File: src/rtl/fifo_to_axi4_wr_master.sv
`default_nettype none
// ============================================================================
// Module : fifo_to_axi4_wr_master
// Desc   : AXI4 INCR-burst write master draining an FWFT FIFO into a wrapping
//          DDR region. Optional macro AXI_4K_SPLIT_EN stops bursts at 4 KB.
// Rev    : 1.0  initial release
// ============================================================================
module fifo_to_axi4_wr_master #(
  parameter int                        AXI_DATA_WIDTH = 128,
  parameter int                        AXI_ADDR_WIDTH = 32,
  parameter int                        AXI_ID_WIDTH   = 4,
  parameter int                        AXI_ID         = 0,
  parameter int                        FIFO_CNT_WIDTH = 11,
  parameter logic [AXI_ADDR_WIDTH-1:0] ADDR_BEGIN     = 32'h0000_0000,
  parameter logic [AXI_ADDR_WIDTH-1:0] ADDR_END       = 32'h0100_0000
) (
  input  logic                        clk,
  input  logic                        reset,
  input  logic [8:0]                  cfg_burst_len,
  input  logic                        addr_clr,
  input  logic [AXI_DATA_WIDTH-1:0]   fifo_dout,
  input  logic                        fifo_empty,
  input  logic [FIFO_CNT_WIDTH-1:0]   fifo_rd_cnt,
  output logic                        fifo_rd_en,
  output logic [AXI_ID_WIDTH-1:0]     m_axi_awid,
  output logic [AXI_ADDR_WIDTH-1:0]   m_axi_awaddr,
  output logic [7:0]                  m_axi_awlen,
  output logic [2:0]                  m_axi_awsize,
  output logic [1:0]                  m_axi_awburst,
  output logic                        m_axi_awlock,
  output logic [3:0]                  m_axi_awcache,
  output logic [2:0]                  m_axi_awprot,
  output logic [3:0]                  m_axi_awqos,
  output logic                        m_axi_awvalid,
  input  logic                        m_axi_awready,
  output logic [AXI_DATA_WIDTH-1:0]   m_axi_wdata,
  output logic [AXI_DATA_WIDTH/8-1:0] m_axi_wstrb,
  output logic                        m_axi_wlast,
  output logic                        m_axi_wvalid,
  input  logic                        m_axi_wready,
  output logic                        m_axi_bready,
  input  logic [AXI_ID_WIDTH-1:0]     m_axi_bid,
  input  logic [1:0]                  m_axi_bresp,
  input  logic                        m_axi_bvalid,
  output logic                        wr_busy,
  output logic                        burst_done,
  output logic                        resp_err,
  output logic [15:0]                 err_cnt
);

  localparam int                      c_bytes = AXI_DATA_WIDTH / 8;
  localparam int                      c_size  = $clog2(c_bytes);
  localparam logic [AXI_ID_WIDTH-1:0] c_id    = AXI_ID_WIDTH'(AXI_ID);

  typedef enum logic [1:0] {S_IDLE, S_ADDR, S_DATA, S_RESP} state_t;

  state_t                    r_state, w_state_nxt;
  logic [AXI_ADDR_WIDTH-1:0] r_awaddr;
  logic [7:0]                r_awlen;
  logic [7:0]                r_beat_cnt;
  logic                      r_clr_pend;
  logic [15:0]               r_err_cnt;

  logic [8:0]                w_cfg_beats, w_beats, w_len_p1;
  logic [AXI_ADDR_WIDTH:0]   w_room_bytes, w_room_beats, w_inc, w_addr_nxt;
  logic                      w_wrap, w_start, w_bhs;
`ifdef AXI_4K_SPLIT_EN
  logic [12:0]               w_room4k;
`endif

  // Beats for the next burst: clamped request, then limited by region end.
  assign w_room_bytes = {1'b0, ADDR_END} - {1'b0, r_awaddr};
  assign w_room_beats = w_room_bytes >> c_size;
`ifdef AXI_4K_SPLIT_EN
  assign w_room4k     = (13'd4096 - {1'b0, r_awaddr[11:0]}) >> c_size;
`endif

  always_comb begin
    w_cfg_beats = cfg_burst_len;
    if (cfg_burst_len == 9'd0)
      w_cfg_beats = 9'd1;
    else if (cfg_burst_len > 9'd256)
      w_cfg_beats = 9'd256;
    w_beats = w_cfg_beats;
    if (w_room_beats < {{(AXI_ADDR_WIDTH-8){1'b0}}, w_cfg_beats})
      w_beats = w_room_beats[8:0];
`ifdef AXI_4K_SPLIT_EN
    if (w_room4k < {4'd0, w_beats})
      w_beats = w_room4k[8:0];
`endif
  end

  assign w_len_p1   = {1'b0, r_awlen} + 9'd1;
  assign w_inc      = {{(AXI_ADDR_WIDTH-8){1'b0}}, w_len_p1} << c_size;
  assign w_addr_nxt = {1'b0, r_awaddr} + w_inc;
  assign w_wrap     = (w_addr_nxt >= {1'b0, ADDR_END});

  always_ff @(posedge clk or posedge reset) begin
    if (reset)
      r_state <= S_IDLE;
    else
      r_state <= w_state_nxt;
  end

  // A clear in IDLE holds off the start so the next burst sizes from ADDR_BEGIN.
  always_comb begin
    w_state_nxt   = r_state;
    w_start       = 1'b0;
    w_bhs         = 1'b0;
    m_axi_awvalid = 1'b0;
    m_axi_wvalid  = 1'b0;
    m_axi_wlast   = 1'b0;
    m_axi_bready  = 1'b0;
    fifo_rd_en    = 1'b0;
    case (r_state)
      S_IDLE: begin
        if (!addr_clr && (32'(fifo_rd_cnt) >= 32'(w_beats))) begin
          w_start     = 1'b1;
          w_state_nxt = S_ADDR;
        end
      end
      S_ADDR: begin
        m_axi_awvalid = 1'b1;
        if (m_axi_awready)
          w_state_nxt = S_DATA;
      end
      S_DATA: begin
        m_axi_wvalid = ~fifo_empty;
        m_axi_wlast  = (r_beat_cnt == r_awlen);
        fifo_rd_en   = m_axi_wvalid & m_axi_wready;
        if (fifo_rd_en && m_axi_wlast)
          w_state_nxt = S_RESP;
      end
      S_RESP: begin
        m_axi_bready = 1'b1;
        if (m_axi_bvalid) begin
          w_bhs       = 1'b1;
          w_state_nxt = S_IDLE;
        end
      end
      default: w_state_nxt = S_IDLE;
    endcase
  end

  always_ff @(posedge clk or posedge reset) begin
    if (reset) begin
      r_awaddr   <= ADDR_BEGIN;
      r_awlen    <= 8'd0;
      r_beat_cnt <= 8'd0;
      r_clr_pend <= 1'b0;
      r_err_cnt  <= 16'd0;
    end else begin
      if (r_state == S_IDLE) begin
        if (addr_clr)
          r_awaddr <= ADDR_BEGIN;
        else if (w_start)
          r_awlen <= w_beats[7:0] - 8'd1;
      end else if (addr_clr) begin
        r_clr_pend <= 1'b1;
      end
      if (r_state == S_ADDR)
        r_beat_cnt <= 8'd0;
      else if (fifo_rd_en)
        r_beat_cnt <= r_beat_cnt + 8'd1;
      // A pending or coincident clear overrides the normal address advance.
      if (w_bhs) begin
        r_clr_pend <= 1'b0;
        if (r_clr_pend || addr_clr || w_wrap)
          r_awaddr <= ADDR_BEGIN;
        else
          r_awaddr <= w_addr_nxt[AXI_ADDR_WIDTH-1:0];
        if (resp_err && (r_err_cnt != 16'hFFFF))
          r_err_cnt <= r_err_cnt + 16'd1;
      end
    end
  end

  assign resp_err      = w_bhs && ((m_axi_bresp != 2'b00) || (m_axi_bid != c_id));
  assign burst_done    = w_bhs;
  assign wr_busy       = (r_state != S_IDLE);
  assign err_cnt       = r_err_cnt;
  assign m_axi_awid    = c_id;
  assign m_axi_awaddr  = r_awaddr;
  assign m_axi_awlen   = r_awlen;
  assign m_axi_awsize  = 3'(c_size);
  assign m_axi_awburst = 2'b01;
  assign m_axi_awlock  = 1'b0;
  assign m_axi_awcache = 4'd0;
  assign m_axi_awprot  = 3'd0;
  assign m_axi_awqos   = 4'd0;
  assign m_axi_wdata   = fifo_dout;
  assign m_axi_wstrb   = '1;

endmodule
`default_nettype wire
File: config.mk
export PLATFORM = sky130hd
export DESIGN_NAME = fifo_to_axi4_wr_master
export DESIGN_NICKNAME = d
export VERILOG_FILES = /design/src/rtl/fifo_to_axi4_wr_master.sv
export SDC_FILE = /design/constraint.sdc
export NUM_CORES = 1
export LEC_CHECK = 0
export BUFFER_PORTS_ARGS = -buffer_cell sky130_fd_sc_hd__buf_2
export CORE_AREA = 2 2 150 152
export CTS_CLUSTER_SIZE = 14
export DETAILED_ROUTE_END_ITERATION = 12
export DIE_AREA = 0 0 152 154
export MAX_ROUTING_LAYER = met4
export PLACE_DENSITY = 0.66
export SLEW_MARGIN = 25
export SYNTH_ARGS = -nofsm -noshare
export SYNTH_HDL_FRONTEND = slang
export SYNTH_SLANG_ARGS = --single-unit
File: constraint.sdc
create_clock -name clk -period 6.17 [get_ports clk]
set_clock_uncertainty 0.15 [all_clocks]
set_input_delay 0 -clock clk [delete_from_list [all_inputs] [get_ports clk]]
set_output_delay 0 -clock clk [all_outputs]
set_load 0.01 [all_outputs]
==> results.ini, run 1 <==
[outcome]
status=finished, final reports clean

[floorplan]
die_width_um=152
ioPinCount=390
num_rows=54
core_sq_um=21690
start_util=0.2930
die_y_um=154
die_area_sq_um=23410

[final_layout]
fin_nets=1044
diodes=0
layout-drive-gt1-share=0.1843
area_delta_synth_final_pct=20.44

[critical_path]
max_stage_delay_ns=0.64
critPathArrivalTime_ns=6.03
start_kind=flop
worstSetupPathType=flop to flop
cp_data_required_time_ns=6.30
ff2ff_path_depth=24
slowest_stage=or4b_4
crit_top_cell=a21o_1
crit_path_end_kind=flop
cp_cell_sequence=buf_4 -> or4_4 -> nor2_1 -> xnor2_1 -> ha_1 -> a21o_1 -> a21o_1 -> a2111oi_2 -> o2111ai_1 -> or4b_4 -> nor2_4 -> mux2i_2 -> inv_1 -> ha_1 -> nand2b_1 -> a21o_1 -> a21o_1 -> a21o_1 -> inv_1 -> a31oi_1 -> a2111o_1 -> buf_4 -> a211oi_1 -> nand3b_1
crit_path_max_fanout=8

[run]
maxCapViolations=0

[synth]
yosys-top-cells-count=169 x buf_4, 63 x dfrtp_1, 61 x nand2_1
yosysMostFrequentCell=buf_4
yosys.area.top_type=dfrtp_1
yosys_most_used_dff=dfrtp_1
ys_ff_latch=63
syn_inst=757
ys_async_sr_fraction=1.000
synth_edf_count=0
ys_types=69
synth.top_cell.area_share=0.2481
yosysSeqAreaShare=0.2481
synth_area_sq_um=6355
synthTopCellsByArea=dfrtp_1 25%, buf_4 20%, ha_1 6.9%, xnor2_1 5.1%, nand2_1 3.6%
syn_avg_cell_area_sq_um=8.395
ys_warn_count=0

[timing]
fmax_mhz=169.4
slew_headroom=0.4247
post-route-min-period_ns=5.902
report.final.slew_viol_count=0
finalSetupViolCount=0
hold_viol=0
fin_setup_tns_ns=0
tightest_slew_ns=0.8629
fin_crit_sh=0.9566

[routing]
via_per_inst=4.818
drtIter0Drc=366
firstDrtPassIters=5
post_drt_wl_per_cell_um=16.14
vias=5454
post-route-drc-count=0
wirelength_mm=18.27
ant_nets=0

[clocking]
cts_sinks=63
clockRootBuffer=clkbuf_16
cts_tree=done
path_clk_slew_ns=0.06
cts_buffers=9
clock_latency_ns=0.34
cts_buffer_depth=2
h-tree-depth=3

[pwr]
p_leak_nw=3.723
power_density_nw_per_um2=324.2
ir_drop_mv=0.1985
total_power_mw=2.481

[grt]
grt_overflow=0
grt_max_degree=64
grt_first_pass_wirelength_mm=27.22
grt_usage=0.1493
grt_pass1_vias=5032
antenna_found_initial=0

[worst_hold_path]
holdPathStages=4
hp-class=input port to flop

[placement]
gp_congestion=0.8768
dpl.hpwl_mm=13.02
portBuffers=92

critical path, delay by kind of cell, from the launching register on:
kind	cells	cell delay, ns
AO/OA/AOI/OAI	10	2.16
XOR/XNOR	1	0.16
adder cells (fa/ha/maj)	2	0.51
buffers and inverters	4	0.46
flip-flops	1	0.37
multiplexers	1	0.25
AND/OR/NAND/NOR	6	1.77
timing repair:
| item | in CTS | in global routing |
|---|---|---|
| hold buffers | 131 | 0 |
| setup endpoints to repair | 0 | 10 |
| buffers inserted | 0 | 5 |
| hold endpoints to repair | 192 | 0 |
| resized for setup | 0 | 12 |
placed cells by master (no fill, tap or decap), types with 4 or more instances in the layout:
cell / count
nor2b_1: 4
clkbuf_16: 9
mux2_4: 6
xor2_1: 22
or2_2: 7
inv_1: 23
a21o_1: 13
and3_1: 14
mux2i_1: 7
nand2b_1: 6
nor3b_1: 5
dfrtp_1: 62
buf_2: 92
nand2_1: 60
nor2_1: 47
o21ai_0: 22
and4_1: 4
dlygate4sd3_1: 131
nand4_1: 12
conb_1: 41
nand3_1: 23
ha_1: 35
o31a_1: 5
nor3_1: 11
o31ai_1: 4
a211oi_1: 4
buf_4: 9
and2_1: 14
nor4_1: 12
a21oi_1: 28
a31oi_1: 6
xnor2_1: 37
or4_1: 4
routing by layer:
layer | GRT usage | vias to the layer above | share of wire | wire length [um]
met5 | - | - | 0 | 0
met3 | 0.02959 | 20 | 0.072 | 1323
met1 | 0.1822 | 2539 | 0.42 | 7617
li1 | - | 2580 | - | -
met4 | 0.04895 | 0 | 0.019 | 342
met2 | 0.2482 | 315 | 0.49 | 8985
worst paths after layout:
path / startpoint / to / slack (ns)
max: m_axi_awaddr[4]$_DFFE_PP0P_ / r_state[1]$_DFFE_PP0P_ / 0.27
min: m_axi_awready / r_state[0]$_DFFE_PP0P_ / 0.02
max reg2reg: m_axi_awaddr[4]$_DFFE_PP0P_ / r_state[1]$_DFFE_PP0P_ / 0.27
min reg2reg: err_cnt[9]$_DFFE_PP0P_ / err_cnt[9]$_DFFE_PP0P_ / 0.35
max in group asynchronous: reset / m_axi_awaddr[5]$_DFFE_PP0P_ / 4.93
min in group asynchronous: reset / m_axi_awaddr[7]$_DFFE_PP0P_ / 0.33
stage by stage:
| step | worst slack, ns | cell area, sq um | hold WS [ns] | util | instances |
|---|---|---|---|---|---|
| 6_report | 0.2679 | 7654 | 0.02102 | 0.3529 | 1132 |
| 3_3_place_gp | 0.2796 | 5977 | -0.1499 | 0.2756 | 980 |
| 3_5_place_dp | 0.05702 | 5977 | -0.1499 | 0.2756 | 980 |
| 2_1_floorplan | 0.2999 | 6501 | -0.09903 | - | 796 |
| 4_1_cts | 0.03252 | 7570 | 0.009701 | 0.3490 | 1127 |
| 5_1_grt | -0.06131 | 7654 | 0.07284 | 0.3529 | 1132 |
final cells by class:
cell class / count / area (sq um)
clock buffer: 9 / 225.2
clock inverter: 7 / 56.30
fill: 2215 / 14030
inverter: 25 / 93.84
multi-input combinational: 515 / 3500
sequential: 63 / 1578
tap: 280 / 350.3
timing repair buffer: 233 / 1851
logic make-up (layout without fill, tap and decap cells):
group | after synthesis | in the layout | synth area share
AND/OR/NAND/NOR | 247 | 247 | 0.2097
buffers and inverters | 218 | 274 | 0.2313
other | 2 | 41 | 0.001182
multiplexers | 17 | 17 | 0.03209
XOR/XNOR | 60 | 60 | 0.08269
flip-flops | 63 | 63 | 0.2481
adder cells (fa/ha/maj) | 36 | 36 | 0.07206
AO/OA/AOI/OAI | 114 | 114 | 0.1229
report_power, final:
part	switching, mW	internal [mW]
Combinational	0.745	0.653
Clock	0.210	0.276
Sequential	0.123	0.476
registers in the layout, summed over array words and instances, names as in the netlist:
| signal | cells |
|---|---|
| m_axi_awaddr | 28 |
| err_cnt | 16 |
| m_axi_awlen | 8 |
| r_beat_cnt | 8 |
| r_state | 2 |
| r_clr_pend | 1 |
Note: power is estimated with default switching activity, not from simulation.
==> run 2: changes to the inputs <==
CELL_PAD_IN_SITES_DETAIL_PLACEMENT = 1   (was default)
CELL_PAD_IN_SITES_GLOBAL_PLACEMENT = 2   (was default)
CORE_AREA = 2 2 177 179   (was 2 2 150 152)
DIE_AREA = 0 0 179 181   (was 0 0 152 154)
PLACE_DENSITY = 0.84   (was 0.66)
==> run 2 against run 1 <==
Worst hold slack better by 0.0042 ns. Power is 7.8% higher. Die area up 38%. Global-route usage shrank 2.6 points. Fmax is 0.38% higher. Clock-buffer cell count grew 2. Worst setup slack improved by 0.023 ns. Critical path type unchanged. Critical endpoint is now m_axi_awlen[4]$_DFFE_PP0P_. Largest cell class unchanged. Largest power group unchanged.
==> results.ini, run 2 (same netlist as run 1, synthesis figures left out) <==
[outcome]
status=finished, final reports clean

[floorplan]
num_rows=64
start_util=0.2094
core_sq_um=30350
die_area_sq_um=32400
die_width_um=179
ioPinCount=390
die_y_um=181

[clocking]
clockRootBuffer=clkbuf_16
cts_tree=done
clock_latency_ns=0.34
h-tree-depth=3
cts_buffer_depth=2
cts_buffers=9
cts_sinks=63
path_clk_slew_ns=0.06

[pwr]
ir_drop_mv=0.1740
power_density_nw_per_um2=336.8
p_leak_nw=3.796

[grt]
grt_pass1_vias=5432
antenna_found_initial=0
grt_max_degree=64
grt_first_pass_wirelength_mm=30.43
grt_overflow=0
grt_usage=0.1234

[final_layout]
layout-drive-gt1-share=0.1942
largest_register_ffs=28
area_delta_synth_final_pct=25.00
final_common_cell=dlygate4sd3_1
fin_nets=1052
final_cell_mix=130 x dlygate4sd3_1, 92 x buf_2, 62 x dfrtp_1
diodes=0
n_fill_cell=3549

[critical_path]
max_stage_delay_ns=0.62
crit_path_end_kind=flop
crit_top_cell=a21o_1
start_kind=flop
cp_data_required_time_ns=6.24
cp_cell_sequence=buf_4 -> or4_4 -> nor2_1 -> xnor2_1 -> ha_1 -> a21o_1 -> a21o_1 -> a2111oi_4 -> o2111ai_2 -> or4b_4 -> nor2_4 -> mux2i_2 -> inv_1 -> ha_1 -> nand2b_1 -> a21o_1 -> a21o_1 -> a21o_1 -> inv_1 -> a31oi_1 -> a2111o_1 -> nand3_4 -> mux2_4
slowest_stage=or4b_4
worstSetupPathType=flop to flop
crit_path_max_fanout=8
critPathArrivalTime_ns=5.95

[timing]
fin_ws_ns=0.2905
report.final.slew_viol_count=0
tightest_slew_ns=0.9025
fin_hold_ws_ns=0.02521
slew_headroom=0.3983
fmax_mhz=170.1
fin_crit_sh=0.9529
hold_viol=0
post-route-min-period_ns=5.880
finalSetupViolCount=0

[placement]
dpl.hpwl_mm=14.41
pre_cts_ws_ns=-0.1181
gp_congestion=0.8592
portBuffers=92

[run]
maxCapViolations=0

[routing]
firstDrtPassIters=4
ant_nets=0
post_drt_wl_per_cell_um=15.99
wirelength_mm=20.09
vias=5545
post-route-drc-count=0
drtIter0Drc=173
via_per_inst=4.415

[worst_hold_path]
hp-class=input port to flop

[run 2: worst paths after layout]
path                                                      to  slack (ns)                   startpoint  cells after the start
min in group asynchronous       m_axi_awaddr[19]$_DFFE_PP0P_        0.31                        reset                      4
worst min register to register       err_cnt[12]$_DFFE_PP0P_        0.35      err_cnt[12]$_DFFE_PP0P_                      1
worst min-delay path                  r_clr_pend$_DFFE_PP0P_        0.03                 m_axi_bvalid                      4
worst max-delay path              m_axi_awlen[4]$_DFFE_PP0P_        0.29  m_axi_awaddr[4]$_DFFE_PP0P_                     23
worst max register to register    m_axi_awlen[4]$_DFFE_PP0P_        0.29  m_axi_awaddr[4]$_DFFE_PP0P_                     23
max in group asynchronous        m_axi_awaddr[5]$_DFFE_PP0P_        4.92                        reset                      4
[run 2: timing repair]
| action | in CTS | in global routing |
|---|---|---|
| hold buffers | 130 | 0 |
| cloned | 0 | 0 |
| hold endpoints to repair | 192 | 0 |
| gates resized for setup | 3 | 12 |
| setup buffers | 0 | 8 |
| pin swaps | 0 | 5 |
| endpoints found under the setup margin | 6 | 10 |
[run 2: worst max-delay path, delay by kind of cell (launching register included)]
| kind | cells | cell delay (ns) |
|---|---|---|
| AND/OR/NAND/NOR | 6 | 1.78 |
| adder cells (fa/ha/maj) | 2 | 0.53 |
| XOR/XNOR | 1 | 0.17 |
| flip-flops | 1 | 0.37 |
| buffers and inverters | 3 | 0.32 |
| AO/OA/AOI/OAI | 9 | 1.87 |
| multiplexers | 2 | 0.57 |
[run 2: metal layers]
metal  vias up  GRT usage  part of all wire
met5         -          -                 0
met4         0    0.02732             0.010
met3        17    0.02336             0.058
met1      2693     0.1526              0.43
li1       2594          -                 -
met2       241     0.2069              0.50
[run 2: where the power goes]
part | total (mW) | leakage [nW] | internal [mW] | switching (mW)
Sequential | 0.603 | 0.845 | 0.476 | 0.127
Combinational | 1.47 | 2.79 | 0.707 | 0.760
Clock | 0.606 | 0.162 | 0.406 | 0.200
[run 2: layout make-up]
class | count | area [sq um] | area share
Timing Repair Buffer | 241 | 1908 | 0.2402
Inverter | 25 | 93.84 | 0.01181
Tap cell | 396 | 495.5 | 0.06237
Clock buffer | 11 | 242.7 | 0.03056
Sequential cell | 63 | 1578 | 0.1986
Multi-Input combinational cell | 515 | 3521 | 0.4432
Clock inverter | 5 | 105.1 | 0.01323
[run 2: metrics by stage]
stage	cells	instance area [sq um]	power, mW	utilization	TNS [ns]
after floorplan	796	6501	1.548	-	0
after global placement	1102	6167	1.773	0.2032	0
after detailed placement	1102	6167	1.806	0.2032	-0.6318
after CTS	1248	7830	2.534	0.2580	0
after global routing	1256	7944	2.880	0.2618	-0.003490
final	1256	7944	2.675	0.2618	0
==> run 3: changes to the inputs <==
BUFFER_PORTS_ARGS = default   (was -buffer_cell sky130_fd_sc_hd__buf_2)
CORE_AREA = 2 2 151 153   (was 2 2 177 179)
DIE_AREA = 0 0 153 155   (was 0 0 179 181)
DONT_BUFFER_PORTS = 1   (was default)
PLACE_DENSITY = 0.79   (was 0.84)
==> run 3 against run 2 <==
Worst hold slack got worse by 0.021 ns. Sequential power increased by 3%. First-iteration DRC count up 31%. Fmax decreased by 0.36%. Non-clock buffer count decreased by 81. Power down 10%. Global-route usage up 3.5 points. Wire length down 5.0%. Register-to-register slack worse by 0.02 ns. Via count shrank 6.4%. Clock power fell by 14%. Critical path type unchanged.
==> results.ini, run 3 (same netlist as run 1, synthesis figures left out) <==
[critical_path]
critPathArrivalTime_ns=5.96
crit_path_max_fanout=20
crit_path_end_kind=flop
cp_data_required_time_ns=6.23
worstSetupPathType=flop to flop
start_kind=flop

[final_layout]
final_common_cell=dlygate4sd3_1
area_delta_synth_final_pct=16.20
final_cell_mix=137 x dlygate4sd3_1, 63 x dfrtp_1, 61 x nand2_1
layout-drive-gt1-share=0.1001
n_fill_cell=2575
final_core_utilization=0.3322
fin_nets=971
largest_register_ffs=28
diodes=0

[grt]
antenna_found_initial=0
grt_overflow=0
grt_first_pass_wirelength_mm=29.35
grt_pass1_vias=5330
grt_usage=0.1584
grt_max_degree=64

[routing]
drtIter0Drc=226
ant_nets=0
top_layer=met4
post-route-drc-count=0
wl_met2_mm=9.526
firstDrtPassIters=4
post_drt_wl_per_cell_um=17.94
dr_wl_met3_mm=1.246
met1_length_mm=7.933
vias=5189
wirelength_mm=19.09
via_per_inst=4.877

[clocking]
cts_buffers=9
h-tree-depth=3
cts_buffer_depth=2
path_clk_slew_ns=0.06
cts_sinks=63
cts_tree=done
clockRootBuffer=clkbuf_16
clock_latency_ns=0.33

[pwr]
p_sw_frac=0.4282
clockPowerShare=0.218
power_density_nw_per_um2=325.0
p_comb_frac=0.523
power_frac_seq=0.260
p_int_mw=1.372
p_leak_nw=3.395
power_switching_mw=1.028
total_power_mw=2.400
ir_drop_mv=0.1665

[run]
maxCapViolations=0

[timing]
report.final.slew_viol_count=0
finalSetupViolCount=0
fin_crit_sh=0.9564
post-route-min-period_ns=5.901
slew_headroom=0.4164
fmax_mhz=169.5
tightest_slew_ns=0.8754
hold_viol=0

[floorplan]
die_width_um=153
start_util=0.2859
ioPinCount=390
core_sq_um=22230
die_area_sq_um=23720
num_rows=55
die_y_um=155

[placement]
gp_congestion=0.8485
portBuffers=0
dpl.hpwl_mm=13.72

[outcome]
status=finished, final reports clean

[worst_hold_path]
hp-class=input port to flop

==> run 3: cell types whose count changed in the layout (fill, tap and decap cells not counted), sizes merged <==
cell / delta
dlygate4sd3: +7
buf: -88
clkinvlp: +1
bufinv: -2
clkbuf: -1
clkinv: +2
==> run 3: worst paths after layout <==
kind	from	to	slack [ns]	cells past startpoint
max	m_axi_awaddr[5]$_DFFE_PP0P_	m_axi_awlen[6]$_DFFE_PP0P_	0.27	24
min	m_axi_bvalid	r_clr_pend$_DFFE_PP0P_	0.004	3
max reg2reg	m_axi_awaddr[5]$_DFFE_PP0P_	m_axi_awlen[6]$_DFFE_PP0P_	0.27	24
min reg2reg	r_clr_pend$_DFFE_PP0P_	r_clr_pend$_DFFE_PP0P_	0.38	2
max in group asynchronous	reset	r_beat_cnt[1]$_DFFE_PP0P_	5.06	3
min in group asynchronous	reset	m_axi_awaddr[28]$_DFFE_PP0P_	0.22	3
==> run 3: layout make-up <==
| type | count | area (sq um) | area share |
|---|---|---|---|
| tap | 285 | 356.6 | 0.04829 |
| timing repair buffer | 160 | 1544 | 0.2091 |
| clock buffer | 10 | 239.0 | 0.03236 |
| sequential | 63 | 1577 | 0.2135 |
| clock inverter | 6 | 70.07 | 0.009488 |
| inverter | 25 | 93.84 | 0.01271 |
| multi-input combinational | 515 | 3505 | 0.4746 |
==> run 3: layer usage <==
metal  track usage  vias up
met5             -        -
met4       0.04674        0
met3       0.03928       19
met2        0.2676      225
met1        0.1875     2504
li1              -     2441
==> run 3: power by group through the flow <==
stage / Combinational, mW / Sequential, mW / Clock (mW)
2_1_floorplan: 0.965 / 0.584 / 0
6_report: 1.25 / 0.623 / 0.523
4_1_cts: 1.23 / 0.626 / 0.540
5_1_grt: 1.40 / 0.641 / 0.560
3_5_place_dp: 1.11 / 0.633 / 0
3_3_place_gp: 1.08 / 0.631 / 0
==> run 3: stage by stage <==
| step | cells | setup TNS (ns) | hold WS, ns | worst slack [ns] | area [sq um] |
|---|---|---|---|---|---|
| floorplan | 796 | 0 | -0.09903 | 0.2999 | 6501 |
| global placement | 908 | 0 | -0.1499 | 0.2348 | 5635 |
| detailed placement | 908 | 0 | -0.1499 | 0.005230 | 5635 |
| CTS | 1061 | 0 | 0.001377 | 0.02482 | 7321 |
| global route | 1064 | -0.5982 | 0.04004 | -0.09648 | 7385 |
| finish | 1064 | 0 | 0.003922 | 0.2690 | 7385 |
==> run 3: what timing repair did <==
action                                 in CTS  in global routing
gates resized for setup                     1                  9
endpoints found under the hold margin     204                  0
pin swaps                                   0                  2
setup endpoints to repair                   6                 10
hold buffers                              137                  0
buffers inserted                            0                  3
==> run 3: critical path, stage by stage, from the launching register on <==
cell and delay, ns:
dfrtp_1 0.37, inv_1 0.13, ha_2 0.23, nor3b_4 0.22, nand2_1 0.14, xor2_2 0.18, ha_1 0.34, a21o_1 0.16
a21o_1 0.19, a2111oi_2 0.35, o2111ai_1 0.19, or4b_4 0.57, nor2_2 0.15, buf_4 0.25, nor2_1 0.08, a21oi_1 0.20
ha_1 0.27, a21o_1 0.15, a21o_1 0.16, a21o_1 0.19, inv_1 0.07, a31oi_1 0.08, a2111o_1 0.42, nand3_4 0.20
mux2_4 0.32
